`config.mk`:
```
export PLATFORM = sky130hd
export DESIGN_NAME = cu_microsequencer
export DESIGN_NICKNAME = d
export VERILOG_FILES = /design/src/rtl/cu_microsequencer.sv
export SDC_FILE = /design/constraint.sdc
export NUM_CORES = 1
export LEC_CHECK = 0
export ABC_AREA = 1
export BUFFER_PORTS_ARGS = -buffer_cell sky130_fd_sc_hd__buf_4
export CORE_UTILIZATION = 35
export DETAILED_ROUTE_END_ITERATION = 6
export REMOVE_ABC_BUFFERS = 1
export SYNTH_ARGS = -nofsm -noshare
export SYNTH_HDL_FRONTEND = slang
export SYNTH_SLANG_ARGS = --single-unit
```
`constraint.sdc`:
```
create_clock -name CLK -period 1.2 [get_ports CLK]
set_clock_uncertainty 0.05 [all_clocks]
set_input_delay 0.06 -clock CLK [delete_from_list [all_inputs] [get_ports CLK]]
set_output_delay 0.06 -clock CLK [all_outputs]
set_load 0.05 [all_outputs]
```
`src/rtl/cu_microsequencer.sv`:
```
// cu_microsequencer: registered next-state address sequencer for the microprogrammed control unit.
// Define MICRO_STACK_EN to build the call/return micro-stack; otherwise call acts as jump and return as fetch.
module cu_microsequencer #(
  parameter int            AW          = 8,
  parameter logic [AW-1:0] FETCH_ADDR  = AW'(1),
  parameter logic [AW-1:0] TRAP_ADDR   = AW'(8'hFF),
  parameter int            MOC_TIMEOUT = 16,
  parameter int            STACK_DEPTH = 4
) (
  input  logic          CLK,
  input  logic          RESET,
  input  logic [AW-1:0] IR_Addr,
  input  logic [AW-1:0] CR_Addr,
  input  logic [2:0]    N,
  input  logic          Inv,
  input  logic          Cond,
  input  logic          MOC,
  output logic [AW-1:0] State,
  output logic          Mem_Fault,
  output logic          Waiting,
  output logic          Stack_Err
);

  typedef enum logic [2:0] {
    OP_DISPATCH = 3'b000,
    OP_FETCH    = 3'b001,
    OP_JUMP     = 3'b010,
    OP_INCR     = 3'b011,
    OP_BRANCH   = 3'b100,
    OP_WAIT     = 3'b101,
    OP_CALL     = 3'b110,
    OP_RETURN   = 3'b111
  } op_e;

  // Wait counter is sized for the full 1..255 timeout range.
  localparam int             WCW     = 8;
  localparam logic [WCW-1:0] WC_LAST = WCW'(MOC_TIMEOUT - 1);

  op_e            op;
  logic [AW-1:0]  incr;
  logic           status;
  logic           moc_eff;
  logic [WCW-1:0] wc;
  logic [WCW-1:0] wc_next;
  logic [AW-1:0]  state_next;
  logic           fault_next;

  assign op      = op_e'(N);
  assign incr    = State + AW'(1);
  assign status  = Cond ^ Inv;
  assign moc_eff = MOC ^ Inv;
  assign Waiting = (op == OP_WAIT) && !moc_eff;

`ifdef MICRO_STACK_EN
  localparam int SPW = (STACK_DEPTH > 1) ? $clog2(STACK_DEPTH) : 1;

  logic [AW-1:0]  stack_mem [STACK_DEPTH];
  logic [SPW:0]   sp;
  logic [SPW:0]   sp_next;
  logic           err_next;
  logic           push_en;
  logic [SPW-1:0] push_idx;
  logic [SPW-1:0] top_idx;
  logic           stack_full;
  logic           stack_empty;

  assign stack_full  = (sp == (SPW+1)'(STACK_DEPTH));
  assign stack_empty = (sp == '0);
  assign top_idx     = SPW'(sp - (SPW+1)'(1));
`endif

  always_comb begin
    state_next = State;
    wc_next    = '0;
    fault_next = 1'b0;
`ifdef MICRO_STACK_EN
    sp_next    = sp;
    err_next   = Stack_Err;
    push_en    = 1'b0;
    push_idx   = stack_full ? SPW'(STACK_DEPTH - 1) : sp[SPW-1:0];
`endif
    unique case (op)
      OP_DISPATCH: state_next = IR_Addr;
      OP_FETCH:    state_next = FETCH_ADDR;
      OP_JUMP:     state_next = CR_Addr;
      OP_INCR:     state_next = incr;
      OP_BRANCH:   state_next = status ? CR_Addr : incr;
      OP_WAIT: begin
        // A MOC arriving on the timeout cycle still completes the access.
        if (moc_eff) begin
          state_next = incr;
        end else if (wc == WC_LAST) begin
          state_next = TRAP_ADDR;
          fault_next = 1'b1;
        end else begin
          wc_next = wc + WCW'(1);
        end
      end
      OP_CALL: begin
        state_next = CR_Addr;
`ifdef MICRO_STACK_EN
        push_en = 1'b1;
        if (stack_full) begin
          err_next = 1'b1;
        end else begin
          sp_next = sp + (SPW+1)'(1);
        end
`endif
      end
      OP_RETURN: begin
`ifdef MICRO_STACK_EN
        if (stack_empty) begin
          state_next = FETCH_ADDR;
          err_next   = 1'b1;
        end else begin
          state_next = stack_mem[top_idx];
          sp_next    = sp - (SPW+1)'(1);
        end
`else
        state_next = FETCH_ADDR;
`endif
      end
    endcase
  end

  always_ff @(posedge CLK) begin
    if (RESET) begin
      State     <= '0;
      wc        <= '0;
      Mem_Fault <= 1'b0;
    end else begin
      State     <= state_next;
      wc        <= wc_next;
      Mem_Fault <= fault_next;
    end
  end

`ifdef MICRO_STACK_EN
  always_ff @(posedge CLK) begin
    if (RESET) begin
      sp        <= '0;
      Stack_Err <= 1'b0;
    end else begin
      sp        <= sp_next;
      Stack_Err <= err_next;
    end
  end

  // Entries need no reset: the pointer alone decides what is valid.
  always_ff @(posedge CLK) begin
    if (push_en && !RESET) begin
      stack_mem[push_idx] <= incr;
    end
  end
`else
  logic stack_cfg_unused;

  assign Stack_Err        = 1'b0;
  assign stack_cfg_unused = (STACK_DEPTH > 0);
`endif

endmodule

```
# ---- After elaboration in Yosys (flattened, before gate mapping)
# Index checks and enable logic that the tools add are counted.
# Widths: inputs -> output; s select.
dict set report word_totals {
  regBits 17
  word_cells 29
}
dict set report op_classes {
  add_sub_neg 2
  n_eq_ne 9
  muxes 5
  bitwise_logic 3
  reduce_logical 7
}
# op n
set ops {}
lappend ops {{$pmux 8 s6} 1}
lappend ops {{$mux 8} 3}
lappend ops {{$add 8x1->8 const B} 2}
lappend ops {{$eq 3x3->1 const B} 4}
lappend ops {{$eq 8x4->1 const B} 1}
lappend ops {{$eq 3x2->1 const B} 2}
lappend ops {{$reduce_or 2->1} 2}
lappend ops {{$reduce_or 4->1} 1}
lappend ops {{$eq 3x1->1 const B} 1}
lappend ops {{$logic_not 3->1} 1}
lappend ops {{$ne 3x2->1 const B} 1}
lappend ops {{$reduce_or 3->1} 1}
lappend ops {{$xor 1x1->1} 2}
lappend ops {{$logic_and 1x1->1} 1}
lappend ops {{$logic_not 1->1} 1}
lappend ops {{$mux 1} 1}
lappend ops {{$not 1->1} 1}

# ---- Depth between registers and ports, before layout
# Gate-level depths: netlist of the first run.
dict set report logic_depth {
  depth_word 4
  ltp_mapped 10
  depth_no_buf 10
}

# ---- Worst setup path after synthesis of the first run
# OpenSTA, ideal clock, no wires.
dict set report synth_timing {
  path_type {register to register}
  startpoint {reg State[0]}
  endpoint {reg State[4]}
  setup_ns 0.114
  t_arrival_ns 1.418
  path_slack_ns -0.381
  path_stages_with_launch 8
  cell_sequence {dfxtp_1 > ha_1 > nand3_1 > xnor2_1 > nand2_1 > nand3_1 > nand2_1 > nand2_1}
}
dict set report synth_between {
  elab_chain_cells 3
}
# item line
set synth_lines {}
lappend synth_lines {{start, declared} 18} ;# output logic [AW-1:0] State,
lappend synth_lines {{start signal, assigned} 132} ;# State <= state_next;
lappend synth_lines {{$add 8x1->8 (*)} 49} ;# assign incr = State + AW'(1);
lappend synth_lines {{$mux 8 (on tied branches)} {90, 87}}
lappend synth_lines {{$pmux 8 s6 (*)} 82} ;# unique case (op)
# Mark *: on every way between the ends. The rest lies on a longest branch, timed or not.
# A chain may end at the register's enable or synchronous reset.

# ---- Worst setup path after layout of the first run
dict set report layout_timing {
  startpoint {reg wc[1]}
  endpoint {reg State[7]}
}
dict set report layout_between {
  elab_chain_cells 2
}
# item line
set layout_lines {}
lappend layout_lines {{start, declared} 43} ;# logic [WCW-1:0] wc;
lappend layout_lines {{start signal, assigned} 133} ;# wc <= wc_next;
lappend layout_lines {{$eq 8x4->1} 92} ;# end else if (wc == WC_LAST) begin
lappend layout_lines {{$ne 3x2->1 (no source line)} n/a}
# No other way between the ends.

==> summary.txt, run 1 <==
Status
  – Status: finished, violations left
  – Failing checks: negative setup slack

Route
  – Via density: 4.433
  – Drt initial violations: 29
  – DR vias: 1290
  – Routed WL: 2891 µm
  – DRC Markers: 0
  – Pre-antenna DRT Iters: 4
  – Number of routed nets with antenna violations: 0
  – Routed length per instance: 9.935 µm

Power and ir drop
  – PD cells: 797.3 mW/mm²
  – Leak: 0.9041 nW
  – Max rail drop VDD: 306.8 µV
  – Design Power: 1.373 mW

Final layout
  – Register Area: 342.8 µm²
  – Area of the multi-input gates: 748.2 µm²
  – Layout cells sized above 1: 34.41%
  – Area grow syn2layout: 53.06%
  – Layout fillers: 312
  – Diodes inserted: 0
  – # nets final: 274
  – Post-Layout Inst Area: 0.001722 mm²

Synthesis
  – Sequential area share after synthesis: 30.26%
  – Yosys cell types: 24
  – Top post-synthesis cells by count: nand2_1, nor2_1, nand3_1, inv_1, dfxtp_1
  – Xor-xnor portion of the synthesized cell area: 3.893%
  – Synth top area share: 30.26%
  – Multiplexer area fraction after synthesis: 0%
  – Gate Count Post-Synth: 184
  – Adder-cell share of the synthesized area: 2.225%
  – Post-synth top flop: dfxtp_1
  – Yosys top cell by area: dfxtp_1
  – Synth area leaders: dfxtp_1, nand2_1, nand3_1
  – Top-count cell post-synth: nand2_1
  – Compound-Gate Fraction of Synth Area: 3.560%
  – Ys async rst share: 0%
  – Synth Warn #: 0
  – Seq cells post-synth: 17
  – Syn_area_per_cell: 6.113 µm²
  – Main combinational cell family by area after synthesis: simple AND/OR/NAND/NOR gates
  – Post-Syn Area: 0.001125 mm²
  – Post-Synth Simple-Gate Area: 50.83%
  – EDFF count, synth: 0

Clocking
  – TritonCTS buffer count: 3
  – Clk root buf: clkbuf_4
  – CTS tree: yes
  – CTS clk-pin slew, worst paths: 0.11 ns
  – H-tree lvl count: 1
  – Num Clock Sinks: 17
  – Longest Clk Path Bufs: 2
  – Clock Latency Late Sink: 0.30 ns

STA
  – Final setup fails: 17
  – Slew Viols, Final: 0
  – Fmax: 762.0 MHz
  – Final min period: 1.312 ns
  – Final Cycle Share: 109.4%
  – Worst rel slew slack: 64.29%
  – RSZ-0062 raised after global routing: true
  – Final hold violations: 0
  – Worst-Margin Slew: 0.5336 ns
  – Worst setup margin: -0.1124 ns

Placement
  – Hpwl dp: 2153 µm
  – GP Congestion: 0.8091
  – Pre-CTS setup slack: -0.2363 ns
  – PortBufs: 33
  – Post-DP Area: 0.001593 mm²

Critical path
  – Worst setup SP type: flop
  – Reg2Reg Depth: 9
  – Capturing element type of the critical path: flop
  – Worst-path fanout max: 7
  – Worst path required time: 1.40 ns
  – Data arrival, critical path: 1.52 ns
  – Critical path class: flop to flop

Global routing
  – Initial antenna violation count: 0
  – First-pass GRT wire length: 4512 µm
  – Gr usage total: 17.75%
  – Vias in the first global route: 1042
  – Grt total ovfl: 0
  – Largest net degree at the start of global routing: 11

Floorplanning
  – Chip height: 58.69 µm
  – Die Width: 58.69 µm
  – Core area: 0.003053 mm²
  – Rows: 20
  – # IOs: 35
  – Die Area: 0.003445 mm²
  – Starting Density: 36.84%

Worst hold path
  – HP Class: input pin to flop
  – WHS Path Cells: 5

Run
  – Max-cap violation count: 0
==> worst max-delay path: stages (launching register included) <==
cell     delay [ns]
dfxtp_2        0.37
ha_4           0.15
nand2_4        0.06
nor2_4         0.11
nand3_2        0.10
nand2_4        0.14
nand2_8        0.09
nor2_2         0.10
nand2_1        0.05
nand2_1        0.05
==> per-layer routing <==
metal / global-route usage (%) / vias up / wire length (µm)
met5: 0 / - / 0
met4: 7.143 / 0 / 48
met3: 3.956 / 5 / 162
met2: 25.12 / 31 / 1229
met1: 25.92 / 550 / 1451
li1: - / 704 / -
==> sequential cells by signal (all words and copies together), names as in the netlist <==
signal and cells:
Mem_Fault 1, wc 8, State 8
==> power by group <==
part	switching [mW]	internal, mW	leakage (nW)
clock network	0.203	0.124	0.0177
logic	0.260	0.181	0.747
registers	0.0158	0.588	0.140
total	0.479	0.894	0.904
==> repair_timing <==
item                                   in CTS  in global routing
setup buffers                               2                  1
setup endpoints to repair                  17                 17
hold buffers                                1                  0
pin swaps                                   9                  2
endpoints found under the hold margin       1                  0
gates resized for setup                    10                  8
==> layout by cell type, fill, tap and decap left out, drive strengths merged <==
cell type	count
nor3	1
nand2	59
buf	59
inv	24
dfxtp	17
xnor2	3
o21bai	1
o21ai	3
clkbuf	3
ha	2
nor2	36
conb	1
a21oi	2
xor2	2
nor4	1
clkinv	1
dlygate4sd3	1
nand4	2
nand3	29
==> cell families after synthesis <==
group | Yosys count
other | 1
buffers and inverters | 25
AO/OA/AOI/OAI | 6
AND/OR/NAND/NOR | 128
adder cells (fa/ha/maj) | 2
XOR/XNOR | 5
flip-flops | 17
==> per-stage QoR <==
step	util (%)	instances	hold slack [ns]	TNS [ns]
after floorplan	-	183	0.08851	-2.821
after global placement	52.17	283	0.2441	-2.552
after detailed placement	52.17	283	0.2492	-3.005
after CTS	55.20	290	0.002921	-1.551
after global routing	56.39	291	0.005347	-2.794
final	56.39	291	0.003583	-1.558
==> path summary, 6_finish.rpt <==
kind	startpoint	end	slack [ns]
max	wc[1]	State[7]	-0.11
min	IR_Addr[0]	State[0]	0.004
max reg2reg	wc[1]	State[7]	-0.11
min reg2reg	State[7]	State[7]	0.45
==> cell type report <==
cell class,count,area share [%]
Clock inverter,1,0.2907
Multi-Input combinational cell,142,43.46
Inverter,24,5.523
Timing Repair Buffer,60,26.31
Tap cell,44,3.198
Sequential cell,17,19.91
Clock buffer,3,1.308
(Power assumes the default switching activity.)
==> inputs of run 2 (changes only) <==
Settings changed: CAP_MARGIN set to 20, PLACE_DENSITY_LB_ADDON set to 0.15.
==> summary.txt, run 2 (synthesis results as in run 1) <==
Final layout
  – Post-Layout Inst Area: 0.001689 mm²
  – Area grow syn2layout: 50.17%
  – # nets final: 268
  – Layout fillers: 329
  – Layout cells sized above 1: 33.20%
  – Most common cell after layout, fill and taps aside: nand2_1
  – Most frequent cells in the layout: nand2_1, buf_4, nand3_1, nor2_1, inv_1
  – Post-layout util: 55.33%
  – Diodes inserted: 0
  – Finished Layout Cells: 285
  – Leading registers by flop count: State (8), wc (8), Mem_Fault (1)

Worst hold path
  – WHS Path Cells: 5
  – HP Class: input pin to flop
  – Min-delay src: IR_Addr[7]
  – Hold endpoint: State[7]

Run
  – Max-cap violation count: 0

Critical path
  – Reg-to-reg startpoint: wc[1]
  – Worst path required time: 1.40 ns
  – FF-to-FF End: State[7]
  – Data arrival, critical path: 1.53 ns
  – Reg2Reg Depth: 9
  – Worst-path fanout max: 7
  – Worst setup SP type: flop
  – R2R Setup Slk: -0.13 ns
  – Critical path startpoint: wc[1]
  – Capturing element type of the critical path: flop
  – Critical path class: flop to flop

Clocking
  – H-tree lvl count: 1
  – Longest Clk Path Bufs: 2
  – Clock Latency Late Sink: 0.30 ns
  – CTS tree: yes
  – Clk root buf: clkbuf_4
  – Num Clock Sinks: 17
  – CTS clk-pin slew, worst paths: 0.11 ns
  – TritonCTS buffer count: 3

Power and ir drop
  – Design Power: 1.374 mW
  – PD cells: 813.7 mW/mm²
  – Leak: 0.8743 nW
  – Max rail drop VDD: 311.0 µV

Route
  – Pre-antenna DRT Iters: 4
  – Drt initial violations: 26
  – Number of routed nets with antenna violations: 0
  – Routed length per instance: 9.979 µm
  – Via density: 4.442
  – DR vias: 1266
  – Routed WL: 2844 µm
  – DRC Markers: 0

STA
  – Hold_ws: 0.007367 ns
  – Worst setup margin: -0.1322 ns
  – Slew Viols, Final: 0
  – Final min period: 1.332 ns
  – RSZ-0062 raised after global routing: true
  – Final Cycle Share: 111.0%
  – Final setup fails: 17
  – Fmax: 750.6 MHz
  – Setup TNS: -1.957 ns
  – Worst-Margin Slew: 0.4966 ns
  – Final hold violations: 0
  – Worst rel slew slack: 66.77%

Global routing
  – First-pass GRT wire length: 4940 µm
  – Largest net degree at the start of global routing: 11
  – Grt total ovfl: 0
  – Vias in the first global route: 1110
  – Initial antenna violation count: 0
  – Gr usage total: 19.11%

Floorplanning
  – Starting Density: 36.84%
  – # IOs: 35
  – Rows: 20
  – Die Area: 0.003445 mm²
  – Core area: 0.003053 mm²
  – Die Width: 58.69 µm
  – Chip height: 58.69 µm

Placement
  – Pre-CTS setup slack: -0.2079 ns
  – Placed cell count: 278
  – Post-DP Area: 0.001555 mm²
  – PortBufs: 33
  – GP Congestion: 0.7918
  – Hpwl dp: 2184 µm

Status
  – Status: finished, violations left
  – Failing checks: negative setup slack
==> run 2: area by class of cell <==
class,count,area (µm²),share of cell area [%]
well taps,44,55.05,3.259
repair buffers,54,411.6,24.37
clock buffers,3,22.52,1.333
inverters,24,92.59,5.481
clock inverters,1,5.005,0.2963
flip-flops and latches,17,342.8,20.30
multi-input cells,142,759.5,44.96
==> run 2: power breakdown <==
group	internal (mW)	switching, mW	total [mW]
Clock	0.124	0.203	0.327
Combinational	0.181	0.259	0.440
Sequential	0.588	0.0186	0.607
==> run 2: timing repair <==
item	CTS	global route
pin swaps	12	6
endpoints found under the setup margin	17	17
hold buffers	1	0
endpoints found under the hold margin	1	0
setup buffers	2	0
resized for setup	9	11
==> run 2: worst max-delay path: stages, from the launching register on <==
cell,delay (ns)
dfxtp_2,0.38
ha_4,0.16
nand2_4,0.06
nor2_4,0.09
nand3_2,0.10
nand2_4,0.14
nand2_8,0.10
nor2_2,0.11
nand2_1,0.05
nand2_1,0.05
==> run 2: metal layers <==
metal / vias up / share of wire (%) / GRT usage, %
met3: 2 / 4.0 / 1.978
met2: 29 / 45 / 29.72
met1: 546 / 50 / 26.89
li1: 689 / - / -
met4: 0 / 0.98 / 8.163
met5: - / 0 / 0
==> run 2: worst max path at each step <==
stage	endpoint	slack, ns
3_5_place_dp	State[3]	-0.21
4_1_cts	State[5]	-0.14
5_1_grt	wc[1]	-0.24
6_report	State[7]	-0.13
2_1_floorplan	State[4]	-0.38
3_3_place_gp	State[3]	-0.17
==> inputs of run 3 (changes only) <==
Settings changed: MAX_ROUTING_LAYER set to met4.
==> summary.txt, run 3 (synthesis results as in run 1) <==
Placement
  – Hpwl dp: 2184 µm
  – GP Congestion: 0.8030
  – PortBufs: 33
  – Post-DP Area: 0.001555 mm²
  – Placed cell count: 278

Worst hold path
  – HP Class: input pin to flop

Global routing
  – Vias in the first global route: 1110
  – Grt total ovfl: 0
  – First-pass GRT wire length: 4940 µm
  – Gr usage total: 19.69%
  – Largest net degree at the start of global routing: 11
  – Initial antenna violation count: 0

STA
  – Fmax: 752.2 MHz
  – RSZ-0062 raised after global routing: true
  – Worst rel slew slack: 66.75%
  – Worst-Margin Slew: 0.4969 ns
  – Worst setup margin: -0.1294 ns
  – Final Cycle Share: 110.8%
  – Setup TNS: -1.913 ns
  – Final hold violations: 0
  – Final min period: 1.329 ns
  – Slew Viols, Final: 0
  – Final setup fails: 17

Critical path
  – Data arrival, critical path: 1.53 ns
  – Capturing element type of the critical path: flop
  – Worst path required time: 1.40 ns
  – Cell Chain, Critical Path: ha_4, nand2_4, nor2_4, nand3_2, nand2_4, nand2_8, nor2_2, nand2_1, nand2_1
  – CP max stage delay: 0.38 ns
  – Worst setup SP type: flop
  – Slowest cell on crit path: dfxtp_2
  – Critical path class: flop to flop
  – Worst-path fanout max: 7

Final layout
  – Post-Layout Inst Area: 0.001689 mm²
  – Post-layout util: 55.33%
  – Layout cells sized above 1: 33.20%
  – Area grow syn2layout: 50.17%
  – Most frequent cells in the layout: nand2_1, buf_4, nand3_1, nor2_1, inv_1
  – Diodes inserted: 0
  – Most common cell after layout, fill and taps aside: nand2_1
  – # nets final: 268
  – Finished Layout Cells: 285
  – Leading registers by flop count: State (8), wc (8), Mem_Fault (1)

Clocking
  – Clk root buf: clkbuf_4
  – Longest Clk Path Bufs: 2
  – Num Clock Sinks: 17
  – TritonCTS buffer count: 3
  – CTS tree: yes
  – CTS clk-pin slew, worst paths: 0.11 ns
  – H-tree lvl count: 1
  – Clock Latency Late Sink: 0.29 ns

Power and ir drop
  – Design Power: 1.373 mW
  – Max rail drop VDD: 309.7 µV
  – Leak: 0.8743 nW
  – PD cells: 812.8 mW/mm²

Floorplanning
  – Die Area: 0.003445 mm²
  – # IOs: 35
  – Starting Density: 36.84%
  – Core area: 0.003053 mm²
  – Rows: 20
  – Chip height: 58.69 µm
  – Die Width: 58.69 µm

Route
  – Drt initial violations: 26
  – DRC Markers: 0
  – Routed WL: 2845 µm
  – Routed length per instance: 9.982 µm
  – Number of routed nets with antenna violations: 0
  – Pre-antenna DRT Iters: 4
  – DR vias: 1264
  – Via density: 4.435

Run
  – Max-cap violation count: 0

Status
  – Failing checks: negative setup slack
  – Status: finished, violations left
## run 3: cell counts in the layout (fill, tap and decap cells not counted)
Identical to the previous run, type by type.
## run 3: power by group
group | switching, mW | total, mW | internal, mW
sequential | 0.0186 | 0.607 | 0.588
combinational | 0.259 | 0.440 | 0.181
clock | 0.201 | 0.326 | 0.124
## run 3: path summary, 6_finish.rpt
path	startpoint	slack, ns	endpoint	depth (start not counted)
max	wc[1]	-0.13	State[7]	9
min	IR_Addr[7]	0.007	State[7]	5
max reg2reg	wc[1]	-0.13	State[7]	9
min reg2reg	State[7]	0.44	State[7]	2
## run 3: timing repair
action / CTS / global route
hold buffers: 1 / 0
buffers inserted: 2 / 0
resized for setup: 9 / 11
endpoints found under the hold margin: 1 / 0
setup endpoints to repair: 17 / 17
pin swaps: 12 / 6
## run 3: critical path, delay by kind of cell (launching register included)
family	cells	cell delay (ns)
flip-flops	1	0.38
AND/OR/NAND/NOR	8	0.70
adder cells (fa/ha/maj)	1	0.16
## run 3: metrics by stage
| step | setup slack, ns | hold slack, ns |
|---|---|---|
| detailed placement | -0.2079 | 0.2502 |
| CTS | -0.1438 | 0.01113 |
| finish | -0.1294 | 0.007415 |
| floorplan | -0.3813 | 0.08851 |
| global placement | -0.1668 | 0.2466 |
| global route | -0.2395 | 0.02975 |
## run 3: area by class of cell
cell class / count / area (µm²)
fillers: 329 / 1364
multi-input cells: 142 / 759.5
repair buffers: 54 / 411.6
flip-flops and latches: 17 / 342.8
inverters: 24 / 92.59
well taps: 44 / 55.05
clock buffers: 3 / 22.52
clock inverters: 1 / 5.005
## run 3: per-layer routing
metal,global-route usage [%],wire length (µm),share of wire [%],vias to the layer above
met3,1.978,112,3.9,2
met1,26.89,1400,49,546
met2,29.72,1304,46,27
li1,-,-,-,689
met5,-,0,0,-
met4,8.163,28,0.98,0
